===== config.mk =====
export PLATFORM = sky130hd
export DESIGN_NAME = score_ammo_ctl
export DESIGN_NICKNAME = d
export VERILOG_FILES = /design/src/rtl/dh_pkg.sv /design/src/rtl/bcd2_counter.sv /design/src/rtl/score_ammo_ctl.sv
export SDC_FILE = /design/constraint.sdc
export NUM_CORES = 1
export LEC_CHECK = 0
export CAP_MARGIN = 20
export CORE_MARGIN = 5
export CORE_UTILIZATION = 34
export CTS_BUF_LIST = sky130_fd_sc_hd__clkbuf_2
export CTS_CLUSTER_SIZE = 20
export DETAILED_ROUTE_END_ITERATION = 10
export PLACE_DENSITY = 0.6
export SLEW_MARGIN = 20
export SYNTH_ARGS = -nofsm -noshare
export SYNTH_HDL_FRONTEND = slang
export SYNTH_HIERARCHICAL = 1
export SYNTH_SLANG_ARGS = --single-unit

===== constraint.sdc =====
create_clock -name clk -period 3.84 [get_ports clk]
set_clock_uncertainty 0.15 [all_clocks]
set_input_delay 0.384 -clock clk [delete_from_list [all_inputs] [get_ports clk]]
set_output_delay 0.384 -clock clk [all_outputs]
set_load 0.02 [all_outputs]

===== src/rtl/dh_pkg.sv =====
// Shared types and constants for the duck-hunt display/control path.
package dh_pkg;

  typedef enum logic [1:0] {
    ST_READY     = 2'd0,
    ST_WAIT_HIT  = 2'd1,
    ST_GAME_OVER = 2'd2
  } score_state_t;

  typedef logic [3:0] bcd_t;

  localparam logic [3:0] DP_NORMAL = 4'b1011;
  localparam logic [3:0] DP_BLANK  = 4'b1111;

  // Binary 0..99 to packed {tens, ones} BCD; larger values clamp to 99.
  function automatic logic [7:0] to_bcd2(input int unsigned v);
    int unsigned c;
    c = (v > 32'd99) ? 32'd99 : v;
    return {4'(c / 32'd10), 4'(c % 32'd10)};
  endfunction

endpackage


===== src/rtl/bcd2_counter.sv =====
// Two-digit BCD register: load to INIT, add a BCD step saturating at 99,
// or subtract one with a floor at 00.
module bcd2_counter
  import dh_pkg::*;
#(
  parameter logic [7:0] INIT = 8'h00
) (
  input  logic clk,
  input  logic rst,
  input  logic i_load,
  input  logic i_inc,
  input  bcd_t i_step,
  input  logic i_dec,
  output bcd_t o_tens,
  output bcd_t o_ones
);

  bcd_t       r_tens;
  bcd_t       r_ones;
  logic [4:0] w_sum;
  bcd_t       w_inc_tens;
  bcd_t       w_inc_ones;
  bcd_t       w_dec_tens;
  bcd_t       w_dec_ones;

  // Next-value candidates for increment and decrement.
  always_comb begin
    w_sum      = {1'b0, r_ones} + {1'b0, i_step};
    w_inc_tens = r_tens;
    w_inc_ones = r_ones;
    if (w_sum > 5'd9) begin
      if (r_tens == 4'd9) begin
        w_inc_tens = 4'd9;
        w_inc_ones = 4'd9;
      end else begin
        w_inc_tens = r_tens + 4'd1;
        w_inc_ones = 4'(w_sum - 5'd10);
      end
    end else begin
      w_inc_ones = w_sum[3:0];
    end

    w_dec_tens = r_tens;
    w_dec_ones = r_ones;
    if (r_ones != 4'd0) begin
      w_dec_ones = r_ones - 4'd1;
    end else if (r_tens != 4'd0) begin
      w_dec_tens = r_tens - 4'd1;
      w_dec_ones = 4'd9;
    end else begin
      w_dec_ones = 4'd0;
    end
  end

  // Digit registers; load beats increment beats decrement.
  always_ff @(posedge clk) begin
    if (rst) begin
      r_tens <= INIT[7:4];
      r_ones <= INIT[3:0];
    end else if (i_load) begin
      r_tens <= INIT[7:4];
      r_ones <= INIT[3:0];
    end else if (i_inc) begin
      r_tens <= w_inc_tens;
      r_ones <= w_inc_ones;
    end else if (i_dec) begin
      r_tens <= w_dec_tens;
      r_ones <= w_dec_ones;
    end else begin
      r_tens <= r_tens;
      r_ones <= r_ones;
    end
  end

  assign o_tens = r_tens;
  assign o_ones = r_ones;

endmodule


===== src/rtl/score_ammo_ctl.sv =====
// Shot/hit/game-over controller: keeps BCD ammo and score, drives the four
// display digits and the decimal-point blink mask.
module score_ammo_ctl
  import dh_pkg::*;
#(
  parameter int AMMO_INIT     = 3,
  parameter int SCORE_PER_HIT = 1,
  parameter int HIT_WINDOW    = 4,
  parameter int BLINK_FRAMES  = 32
) (
  input  logic       clk,
  input  logic       rst,
  input  logic       new_frame,
  input  logic       shot,
  input  logic       hit,
  input  logic       reload,
  input  logic       new_game,
  output logic [3:0] hex0,
  output logic [3:0] hex1,
  output logic [3:0] hex2,
  output logic [3:0] hex3,
  output logic [3:0] dp_out,
  output logic       game_over,
  output logic       shot_accepted
);

  localparam int WIN_W = $clog2(HIT_WINDOW + 1);
  localparam int BLK_W = $clog2(BLINK_FRAMES + 1);
  localparam logic [WIN_W-1:0] WIN_LOAD = WIN_W'(HIT_WINDOW);
  localparam logic [WIN_W-1:0] WIN_ONE  = WIN_W'(1);
  localparam logic [BLK_W-1:0] BLK_LAST = BLK_W'(BLINK_FRAMES - 1);
  localparam logic [7:0]       AMMO_BCD = to_bcd2(AMMO_INIT);
  localparam bcd_t             HIT_STEP = 4'(SCORE_PER_HIT);

  score_state_t     r_state;
  logic [WIN_W-1:0] r_win;
  logic [BLK_W-1:0] r_blink;
  logic [3:0]       r_dp;
  logic             r_game_over;
  logic             r_shot_acc;

  bcd_t w_ammo_tens;
  bcd_t w_ammo_ones;
  bcd_t w_score_tens;
  bcd_t w_score_ones;
  logic w_ammo_zero;
  logic w_shot_ok;
  logic w_reload_ok;
  logic w_hit_ok;
  logic w_timeout;

  // Event qualification; new_game masks every other input for the cycle.
  always_comb begin
    w_ammo_zero = (w_ammo_tens == 4'd0) && (w_ammo_ones == 4'd0);
    w_shot_ok   = !new_game && (r_state == ST_READY) && shot && !w_ammo_zero;
    w_reload_ok = !new_game && (r_state == ST_READY) && reload && !w_shot_ok;
    w_hit_ok    = !new_game && (r_state == ST_WAIT_HIT) && hit;
    w_timeout   = !new_game && (r_state == ST_WAIT_HIT) && !hit && (r_win == WIN_ONE);
  end

  bcd2_counter #(.INIT(AMMO_BCD)) u_ammo (
    .clk    (clk),
    .rst    (rst),
    .i_load (new_game | w_reload_ok),
    .i_inc  (1'b0),
    .i_step (4'd0),
    .i_dec  (w_shot_ok),
    .o_tens (w_ammo_tens),
    .o_ones (w_ammo_ones)
  );

  bcd2_counter #(.INIT(8'h00)) u_score (
    .clk    (clk),
    .rst    (rst),
    .i_load (new_game),
    .i_inc  (w_hit_ok),
    .i_step (HIT_STEP),
    .i_dec  (1'b0),
    .o_tens (w_score_tens),
    .o_ones (w_score_ones)
  );

  // Game state machine with registered status outputs and dp blink.
  always_ff @(posedge clk) begin
    if (rst || new_game) begin
      r_state     <= ST_READY;
      r_win       <= '0;
      r_blink     <= '0;
      r_dp        <= DP_NORMAL;
      r_game_over <= 1'b0;
      r_shot_acc  <= 1'b0;
    end else begin
      r_shot_acc <= 1'b0;
      case (r_state)
        ST_READY: begin
          if (w_shot_ok) begin
            r_shot_acc <= 1'b1;
            r_win      <= WIN_LOAD;
            r_state    <= ST_WAIT_HIT;
          end
        end
        ST_WAIT_HIT: begin
          if (w_hit_ok) begin
            r_state <= ST_READY;
          end else if (w_timeout) begin
            r_win <= '0;
            if (w_ammo_zero) begin
              r_state     <= ST_GAME_OVER;
              r_game_over <= 1'b1;
              r_blink     <= '0;
              r_dp        <= DP_NORMAL;
            end else begin
              r_state <= ST_READY;
            end
          end else begin
            r_win <= r_win - WIN_ONE;
          end
        end
        ST_GAME_OVER: begin
          if (new_frame) begin
            if (r_blink == BLK_LAST) begin
              r_blink <= '0;
              r_dp    <= (r_dp == DP_NORMAL) ? DP_BLANK : DP_NORMAL;
            end else begin
              r_blink <= r_blink + BLK_W'(1);
            end
          end
        end
        default: begin
          r_state     <= ST_READY;
          r_game_over <= 1'b0;
        end
      endcase
    end
  end

  assign hex0          = w_ammo_ones;
  assign hex1          = w_ammo_tens;
  assign hex2          = w_score_ones;
  assign hex3          = w_score_tens;
  assign dp_out        = r_dp;
  assign game_over     = r_game_over;
  assign shot_accepted = r_shot_acc;

endmodule


# Yosys cells after proc, flatten, opt, wreduce, memory -nomap -nowiden
# Index checks and enable logic that the tools add are counted.
# word_totals
elab_cells	101
in_bits	7
output_inout_bits	22
reg_bits	33
# op_classes
eq_ne	13
addsub	7
n_mux	32
bitwise_logic	5
n_reduce_logical	33
magnitude_cmp	1
# ops
operator	count
$mux W4	10
$mux W6	5
$mux W3	4
$pmux W6 S2	1
$logic_and A1 B1 Y1	10
$ne A2 B2 Y1 const B	5
$reduce_and A3 Y1	3
$eq A4 B4 Y1 const B	2
$logic_not A4 Y1	2
$mux W2	4
$pmux W4 S2	1
$reduce_bool A4 Y1	2
$reduce_or A2 Y1	4
$sub A4 B1 Y4 const B	2
$add A6 B1 Y6 const B	1
$eq A6 B5 Y1 const B	1
$pmux W2 S3	1
$pmux W3 S2	1
$reduce_and A6 Y1	1
$add A4 B1 Y5 const B	1
$gt A5 B4 Y1 const B	1
$reduce_and A5 Y1	1
$add A4 B1 Y4 const B	1
$logic_not A1 Y1	4
other kinds (16)	23

# Longest topological paths before layout
# Gate-level depths: netlist (run 1).
# depth
depth_word	8
mapped_depth	11
depth_no_buf	11

# By module
# The synthesis (run 1) kept the hierarchy.
# modules_own_cells
mod	instances	cells_each	area_each_um2	seq_area_each_um2
bcd2_counter at u_score	1	116	915.9	160.2
score_ammo_ctl	1	102	867.1	280.3
bcd2_counter at u_ammo	1	106	862.1	160.2

# Worst setup path after synthesis (run 1)
# Ideal clock, no wire load.
# synth_timing
kind	flip-flop to flip-flop
start	register u_score.r_ones[0], in the netlist u_score/o_ones[0]
end	register u_score.r_tens[1], in the netlist u_score/o_tens[1]
t_arrival_ns	2.646
path_stages_with_launch	12
setup_slack_ns	0.940
required_time_ns	3.587
setup_ns	0.103
n_path_buf	0
period_less_slack_ns	2.900
cell_sequence	dfxtp_1 ha_1 inv_1 fa_1 xnor2_1 inv_1 ha_1 inv_1 nor2_1 o41ai_4 nor3_2 a2111oi_2
# synth_between
elab_chain_cells	3
# synth_rtl
item	line	text
start: declaration	bcd2_counter.sv:19	bcd_t r_ones;
start signal: assignment	bcd2_counter.sv:59	r_ones <= INIT[3:0];
start signal: assignment	bcd2_counter.sv:62	r_ones <= INIT[3:0];
start signal: assignment	bcd2_counter.sv:65	r_ones <= w_inc_ones;
$add A4 B1 Y5	bcd2_counter.sv:28	w_sum = {1'b0, r_ones} + {1'b0, i_step};
$gt A5 B4 Y1	bcd2_counter.sv:31	if (w_sum > 5'd9) begin
$reduce_and A2 Y1 (no source line)	-	
end signal: assignment	bcd2_counter.sv:58	r_tens <= INIT[7:4];
end signal: assignment	bcd2_counter.sv:61	r_tens <= INIT[7:4];
end signal: assignment	bcd2_counter.sv:64	r_tens <= w_inc_tens;
end: declaration	bcd2_counter.sv:18	bcd_t r_tens;
# No other way between the ends.
# A chain may end at the register's enable or synchronous reset.

# Worst setup path after layout (run 1)
# Ends and elaborated chain as after synthesis.

==> results.cfg, run 1 <==
[run_status]
status = finished, final reports clean

[logic_synthesis]
synth_ff_type = dfxtp_1
syn_area_um2 = 2650
postSynthAreaPerCell_um2 = 8.16
ys_seq_area_frac = 0.227
ys_ff_latch = 30
ys_top_cells_by_area = dfxtp_1 23%, ha_1 11%, a21oi_1 4.7%
synth_cell_type_count = 82
synth_edf_count = 0
syn_inst = 324
ys_async_sr_fraction = 0
synth_top_area_share = 0.227
yosys_warnings = 6
synth_top_area_cell = dfxtp_1

[die]
die_w_um = 98.2
initial_core_util = 0.346
num_rows = 32
num_io_pins = 29
die_area_um2 = 9640
die_h_um = 98.2
core_area_um2 = 7650

[worst_setup_path]
ff2ff_setup_slack_ns = 0.75
start_kind = register
critical_path_required_ns = 3.96
crit_type = reg -> reg
cp.arrival_ns = 3.21
r2r_cells = 11
r2r-start = u_score/o_ones[0]$_SDFFE_PP0P_
r2r_end = u_score/o_tens[1]$_SDFFE_PP0P_
end_kind = register
crit_path_max_fanout = 6
startpoint = u_score/o_ones[0]$_SDFFE_PP0P_

[hold_path]
whs_endpoint = r_win[1]$_SDFFE_PP0P_
hold_class = reg -> reg
hold_depth = 2
min_from = r_win[1]$_SDFFE_PP0P_

[clock_tree]
cts_tree = yes
numCtsBuffers = 5
cts_num_sinks = 30
cts_setup_buffers = 0
clock_path_buffers = 2
clock_latency_ns = 0.36
cts_resized = 0
cts_root_buf = clkbuf_2
cts_hold_buf = 0
clkTransAtPathRegs_ns = 0.16
cts_max_level = 2

[drt]
antenna_left = 0
wl_per_cell_um = 13.4
viasPerCell = 5.31
wirelength_mm = 6.39
drt_iter0_drc = 99
via_count = 2527
dr.pass1.iters = 5
drc = 0

[final_layout]
fin_util = 0.408
final_cells = 476
nets = 406
diodes = 0
drive_gt1_frac = 0.102
stdcell_area_um2 = 3120
fillers = 803
area_growth_pct = 17.8

[grt]
antenna_found_initial = 0
grt_pass1_vias = 2445
overflow = 0
grt_pass1_wl_mm = 11.1
track_usage = 0.136
grt_max_degree = 16

[placement]
place_area_um2 = 3080
place_congestion = 0.853
hpwl_mm = 5.03
place_ws_ns = 0.841
place_inst = 469
io_buffer_count = 25

[sta]
fin_ws_ns = 0.750
drv_slew = 0
finalCritPeriodShare = 0.805
period_needed_ns = 3.09
hold_viol = 0
finalSetupViolations = 0
slew-limit-headroom = 0.552
rsz0062_at_grt = no
max_freq_ghz = 0.324
fin_hold_ws_ns = 0.332
worst_pin_slew_ns = 0.665
setup_tns_ns = 0

[power_and_ir_drop]
vdd_drop_max_mv = 0.0899
total_power_mw = 0.673
p_per_area_nw_per_um2 = 216
p_leak_nw = 1.20

[run]
maxCapViolCount = 0
## flip-flops by register name, summed over array words and instances (netlist names)
signal / count
game_over: 1
u_ammo/o_ones: 4
r_state: 2
u_score/o_tens: 4
u_ammo/o_tens: 4
shot_accepted: 1
r_blink: 6
u_score/o_ones: 4
dp_out: 1
r_win: 3
## how the worst max path moves through the flow
stage	endpoint	slack, ns	depth (start not counted)
after floorplan	u_score/o_tens[1]$_SDFFE_PP0P_	0.94	11
after global placement	u_score/o_ones[1]$_SDFFE_PP0P_	0.97	11
after detailed placement	u_score/o_tens[1]$_SDFFE_PP0P_	0.84	11
after CTS	u_score/o_tens[1]$_SDFFE_PP0P_	0.82	11
after global routing	u_score/o_tens[1]$_SDFFE_PP0P_	0.53	11
final	u_score/o_tens[1]$_SDFFE_PP0P_	0.75	11
## placed cells by master (no fill, tap or decap), types with 8 or more instances in the layout
master	instances
conb_1	26
a21oi_1	25
nor3_1	8
inv_1	23
dfxtp_1	30
ha_1	23
nand2_1	28
clkdlybuf4s50_1	25
nor2_1	27
o21ai_0	17
nand3_1	8
## kinds of logic after synthesis
kind of cell    after synthesis  share of synthesized area
other cells                   2                    0.00284
xor+xnor                      3                    0.00994
compound gates              104                      0.292
buf+inv                      30                     0.0473
mux                           4                     0.0151
flops                        30                      0.227
simple gates                126                      0.282
fa+ha+maj                    25                      0.124
## area by class of cell
| cell class | instances | area (µm²) | share of cell area |
|---|---|---|---|
| multi-input cells | 288 | 2010 | 0.645 |
| flip-flops and latches | 30 | 601 | 0.193 |
| repair buffers | 26 | 258 | 0.0827 |
| well taps | 102 | 128 | 0.0409 |
| inverters | 23 | 86.3 | 0.0277 |
| clock buffers | 7 | 35.0 | 0.0112 |
## synthesized netlist by cell type (all sizes together) (5+ instances only)
cell    count
a21oi      27
nand2      28
nor3        9
nand2b      7
o21ai      19
or3         6
ha         23
o211ai      5
or2         5
a21o        8
nand3       9
dfxtp      30
inv        23
nor2       27
nand4       5
## power by group
part           total [mW]  internal, mW  switching [mW]
clock               0.153        0.0475           0.106
combinational       0.190        0.0792           0.111
sequential          0.330         0.317          0.0122
## per-layer routing
metal  wire length, µm  track usage  vias to the layer above
li1                  -            -                     1276
met1              2820        0.170                     1180
met2              3170        0.238                       61
met3               298       0.0243                       10
met4                97       0.0378                        0
met5                 0            0                        -
## worst max-delay path, stage by stage, from the launching register on
cell and delay (ns):
dfxtp_1 0.44, ha_1 0.22, inv_1 0.06, fa_1 0.41, xnor2_1 0.35, inv_1 0.11
ha_1 0.24, inv_1 0.08, nor2_1 0.07, o41ai_4 0.46, nor3_2 0.08, a2111oi_2 0.34
Note: power is estimated with default switching activity, not from simulation.
==> run 2: changes to the inputs <==
--- a/config.mk
+++ b/config.mk
@@ -11,7 +11,7 @@
 export CTS_BUF_LIST = sky130_fd_sc_hd__clkbuf_2
 export CTS_CLUSTER_SIZE = 20
 export DETAILED_ROUTE_END_ITERATION = 10
-export PLACE_DENSITY = 0.6
+export PLACE_DENSITY = 0.62
 export SLEW_MARGIN = 20
 export SYNTH_ARGS = -nofsm -noshare
 export SYNTH_HDL_FRONTEND = slang
==> constraint.sdc (replaced) <==
create_clock -name clk -period 2.6 [get_ports clk]
set_clock_uncertainty 0.15 [all_clocks]
set_input_delay 0.26 -clock clk [delete_from_list [all_inputs] [get_ports clk]]
set_output_delay 0.26 -clock clk [all_outputs]
set_load 0.02 [all_outputs]
==> run 2 against run 1 <==
Maximum frequency grew 21%. Clock-buffer cell count shrank 1. Utilization grew 2.4 points. Critical endpoint is now u_score/o_tens[3]$_SDFFE_PP0P_.
==> results.cfg, run 2 (same netlist as run 1, synthesis figures left out) <==
[worst_setup_path]
crit_type = reg -> reg
critical_path_required_ns = 2.71
setup.worst_path.end = u_score/o_tens[3]$_SDFFE_PP0P_
r2r-start = u_score/o_ones[0]$_SDFFE_PP0P_
start_kind = register
startpoint = u_score/o_ones[0]$_SDFFE_PP0P_
end_kind = register
r2r_cells = 12
crit_path_max_fanout = 3
r2r_end = u_score/o_tens[3]$_SDFFE_PP0P_
cp.arrival_ns = 2.67
ff2ff_setup_slack_ns = 0.04

[clock_tree]
clock_path_buffers = 2
cts_num_sinks = 30
clkTransAtPathRegs_ns = 0.15
clock_latency_ns = 0.36
cts_tree = yes
numCtsBuffers = 5
cts_root_buf = clkbuf_2
cts_max_level = 2

[hold_path]
hold_depth = 2
hold_class = reg -> reg

[grt]
grt_pass1_wl_mm = 10.9
grt_max_degree = 16
track_usage = 0.131
antenna_found_initial = 0
overflow = 0
grt_pass1_vias = 2340

[placement]
io_buffer_count = 25
place_inst = 483
hpwl_mm = 5.09
place_congestion = 0.886
place_area_um2 = 3210

[die]
initial_core_util = 0.346
num_rows = 32
num_io_pins = 29
die_h_um = 98.2
core_area_um2 = 7650
die_area_um2 = 9640
die_w_um = 98.2

[final_layout]
drive_gt1_frac = 0.173
diodes = 0
fillers = 771
stdcell_area_um2 = 3300
final_cells = 494
area_growth_pct = 24.7
fin_util = 0.431
nets = 423
largest_reg_flops = 6
largest_register = r_blink
final_cell_mix = 28 x nand2_1, 28 x dfxtp_1, 26 x conb_1

[run_status]
status = finished, final reports clean

[sta]
finalCritPeriodShare = 0.983
rsz0062_at_grt = yes
period_needed_ns = 2.56
max_freq_ghz = 0.391
setup_tns_ns = 0
slew-limit-headroom = 0.574
drv_slew = 0
finalSetupViolations = 0
worst_pin_slew_ns = 0.633
hold_viol = 0

[drt]
dr.pass1.iters = 4
wirelength_mm = 6.46
wl_per_cell_um = 13.1
viasPerCell = 5.23
via_count = 2586
drt_iter0_drc = 97
drc = 0
antenna_left = 0

[power_and_ir_drop]
vdd_drop_max_mv = 0.126
p_per_area_nw_per_um2 = 309
p_leak_nw = 1.30
total_power_mw = 1.02

[run]
maxCapViolCount = 0
## run 2: final cells by class
type                       instances  area (µm²)  area share
multi-input combinational        288        2060       0.623
sequential                        30         606       0.184
timing repair buffer              43         385       0.117
tap                              102         128      0.0387
inverter                          23        86.3      0.0262
clock buffer                       6        30.0     0.00910
clock inverter                     2        8.76     0.00265
## run 2: worst min path at each step
stage                               start                    end  slack, ns
floorplan           r_win[1]$_SDFFE_PP0P_  r_win[1]$_SDFFE_PP0P_       0.28
global placement    r_win[1]$_SDFFE_PP0P_  r_win[1]$_SDFFE_PP0P_       0.30
detailed placement  r_win[1]$_SDFFE_PP0P_  r_win[1]$_SDFFE_PP0P_       0.31
CTS                 r_win[1]$_SDFFE_PP0P_  r_win[1]$_SDFFE_PP0P_       0.33
global route        r_win[1]$_SDFFE_PP0P_  r_win[1]$_SDFFE_PP0P_       0.35
finish              r_win[1]$_SDFFE_PP0P_  r_win[1]$_SDFFE_PP0P_       0.34
## run 2: layer usage
| layer | wire (µm) | global-route usage | part of all wire | vias up |
|---|---|---|---|---|
| met2 | 3130 | 0.230 | 0.48 | 57 |
| met3 | 254 | 0.0200 | 0.039 | 11 |
| met5 | 0 | 0 | 0 | - |
| met1 | 2960 | 0.166 | 0.46 | 1203 |
| li1 | - | - | - | 1315 |
| met4 | 116 | 0.0378 | 0.018 | 0 |
## run 2: repair_timing
item / in CTS / in global routing
hold buffers: 0 / 0
endpoints found under the setup margin: 4 / 7
setup buffers: 1 / 2
pin swaps: 2 / 7
gates resized for setup: 1 / 8
## run 2: power by group
group / switching, mW / internal (mW) / leakage (nW)
combinational: 0.176 / 0.137 / 1.03
clock: 0.158 / 0.0661 / 0.0304
sequential: 0.0138 / 0.468 / 0.244
total: 0.348 / 0.671 / 1.30
## run 2: worst max-delay path: stages, from the launching register on
cell     delay [ns]
dfxtp_4        0.38
ha_4           0.13
inv_2          0.04
fa_2           0.40
xnor2_2        0.16
inv_1          0.08
ha_2           0.18
inv_2          0.06
nor2_2         0.05
o41ai_4        0.41
buf_4          0.19
o21ai_0        0.10
mux2i_1        0.14
## run 2: through the flow
stage,hold slack [ns],setup slack [ns]
floorplan,0.285,0.0797
global placement,0.297,0.0280
detailed placement,0.307,0.0148
CTS,0.332,0.000554
global route,0.347,-0.0916
finish,0.337,0.0440
==> run 3: changes to the inputs <==
--- a/config.mk
+++ b/config.mk
@@ -12,6 +12,7 @@
 export CTS_CLUSTER_SIZE = 20
 export DETAILED_ROUTE_END_ITERATION = 10
 export PLACE_DENSITY = 0.62
+export SETUP_SLACK_MARGIN = 0.02
 export SLEW_MARGIN = 20
 export SYNTH_ARGS = -nofsm -noshare
 export SYNTH_HDL_FRONTEND = slang
==> run 3 against run 2 <==
Routed wire length up 1.1%. Critical path depth unchanged. Global-route usage about the same. Highest routed layer unchanged. Combinational power about the same. Sequential power about the same. Total power up 0.37%. Final area up 0.53%. Clock power about the same. Hold slack about the same. Utilization up 0.23 points. Sequential cell count unchanged. Critical path type unchanged.
==> results.cfg, run 3 (same netlist as run 1, synthesis figures left out) <==
[run_status]
status = finished, final reports clean

[power_and_ir_drop]
vdd_drop_max_mv = 0.126
clock_power_share = 0.220
p_int_mw = 0.672
p_per_area_nw_per_um2 = 308
switchingPower_mw = 0.351
p_leak_nw = 1.30
seqPwrFrac = 0.471
comb_power_share = 0.309
switching_share = 0.343

[grt]
grt_pass1_wl_mm = 10.8
antenna_found_initial = 0
grt_pass1_vias = 2342
track_usage = 0.131
overflow = 0
grt_max_degree = 16

[run]
maxCapViolCount = 0

[sta]
slew-limit-headroom = 0.574
max_freq_ghz = 0.390
finalCritPeriodShare = 0.987
worst_pin_slew_ns = 0.633
rsz0062_at_grt = yes
drv_slew = 0
finalSetupViolations = 0
hold_viol = 0
period_needed_ns = 2.56
fin_hold_ws_ns = 0.337

[final_layout]
final_cells = 494
largest_reg_flops = 6
multiInputGateArea_um2 = 2070
stdcell_area_um2 = 3320
diodes = 0
largest_register = r_blink
fillers = 767
area_growth_pct = 25.4
drive_gt1_frac = 0.173
regArea_um2 = 606
final_cell_mix = 28 x nand2_1, 28 x dfxtp_1, 26 x conb_1
nets = 423
fin_util = 0.434

[die]
die_w_um = 98.2
die_area_um2 = 9640
initial_core_util = 0.346
core_area_um2 = 7650
num_rows = 32
num_io_pins = 29
die_h_um = 98.2

[worst_setup_path]
cpMostUsedCell = inv_2
crit_path_max_fanout = 3
crit_slowest_cell = fa_2
start_kind = register
crit_chain = ha_4 > inv_2 > fa_2 > xnor2_2 > inv_1 > ha_2 > inv_2 > nor2_4 > o41ai_4 > buf_4 > o21ai_0 > mux2i_1
slowest_delay_ns = 0.40
end_kind = register
critical_path_required_ns = 2.71
cp.arrival_ns = 2.68
crit_type = reg -> reg

[drt]
drc = 0
viasPerCell = 5.24
drt_iter0_drc = 87
via_count = 2587
dr.pass1.iters = 4
wirelength_mm = 6.53
antenna_left = 0
wl_per_cell_um = 13.2

[clock_tree]
cts_tree = yes
clock_path_buffers = 2
cts_root_buf = clkbuf_2
numCtsBuffers = 5
cts_num_sinks = 30
clock_latency_ns = 0.36
cts_max_level = 2
clkTransAtPathRegs_ns = 0.15

[placement]
place_inst = 483
place_area_um2 = 3210
io_buffer_count = 25
hpwl_mm = 5.09
place_congestion = 0.886

[hold_path]
hold_class = reg -> reg
==> run 3: stage by stage <==
step           worst slack (ns)  power [mW]  setup TNS, ns
3_3_place_gp             0.0280       0.781              0
4_1_cts                  0.0280        1.02              0
6_report                 0.0350        1.02              0
2_1_floorplan            0.0797       0.709              0
3_5_place_dp             0.0148       0.785              0
5_1_grt                 -0.0978        1.08         -0.242
==> run 3: worst paths after layout <==
path,start,end,slack (ns),cells after the start
setup / recovery,u_score/o_ones[0]$_SDFFE_PP0P_,u_score/o_tens[3]$_SDFFE_PP0P_,0.04,12
hold / removal,r_win[1]$_SDFFE_PP0P_,r_win[1]$_SDFFE_PP0P_,0.34,2
setup reg to reg,u_score/o_ones[0]$_SDFFE_PP0P_,u_score/o_tens[3]$_SDFFE_PP0P_,0.04,12
hold reg to reg,r_win[1]$_SDFFE_PP0P_,r_win[1]$_SDFFE_PP0P_,0.34,2
==> run 3: area by class of cell <==
cell class | instances | area share
clock buffer | 6 | 0.00905
inverter | 23 | 0.0260
multi-input combinational | 288 | 0.625
clock inverter | 2 | 0.00264
sequential | 30 | 0.183
timing repair buffer | 43 | 0.116
tap | 102 | 0.0385
==> run 3: metal layers <==
layer	track usage	share of wire	vias up
met5	0	0	-
met4	0.0378	0.014	0
met3	0.0200	0.045	10
met2	0.230	0.49	60
met1	0.166	0.45	1204
li1	-	-	1313
==> run 3: critical path: cells and delay by family (launching register included) <==
kind / cells / cell delay (ns)
adder cells (fa/ha/maj): 3 / 0.71
AO/OA/AOI/OAI: 2 / 0.50
flip-flops: 1 / 0.38
buffers and inverters: 4 / 0.38
XOR/XNOR: 1 / 0.16
multiplexers: 1 / 0.14
AND/OR/NAND/NOR: 1 / 0.04
==> run 3: power by group through the flow <==
stage / sequential, mW / combinational (mW) / clock [mW]
global placement: 0.492 / 0.290 / 0
global route: 0.484 / 0.347 / 0.253
finish: 0.482 / 0.316 / 0.225
CTS: 0.482 / 0.297 / 0.237
detailed placement: 0.492 / 0.293 / 0
floorplan: 0.501 / 0.208 / 0
==> run 3: repair_timing <==
item                       CTS  global route
resized for setup            1            10
setup endpoints to repair    5             7
buffers inserted             1             2
pin swaps                    3             7
hold buffers                 0             0
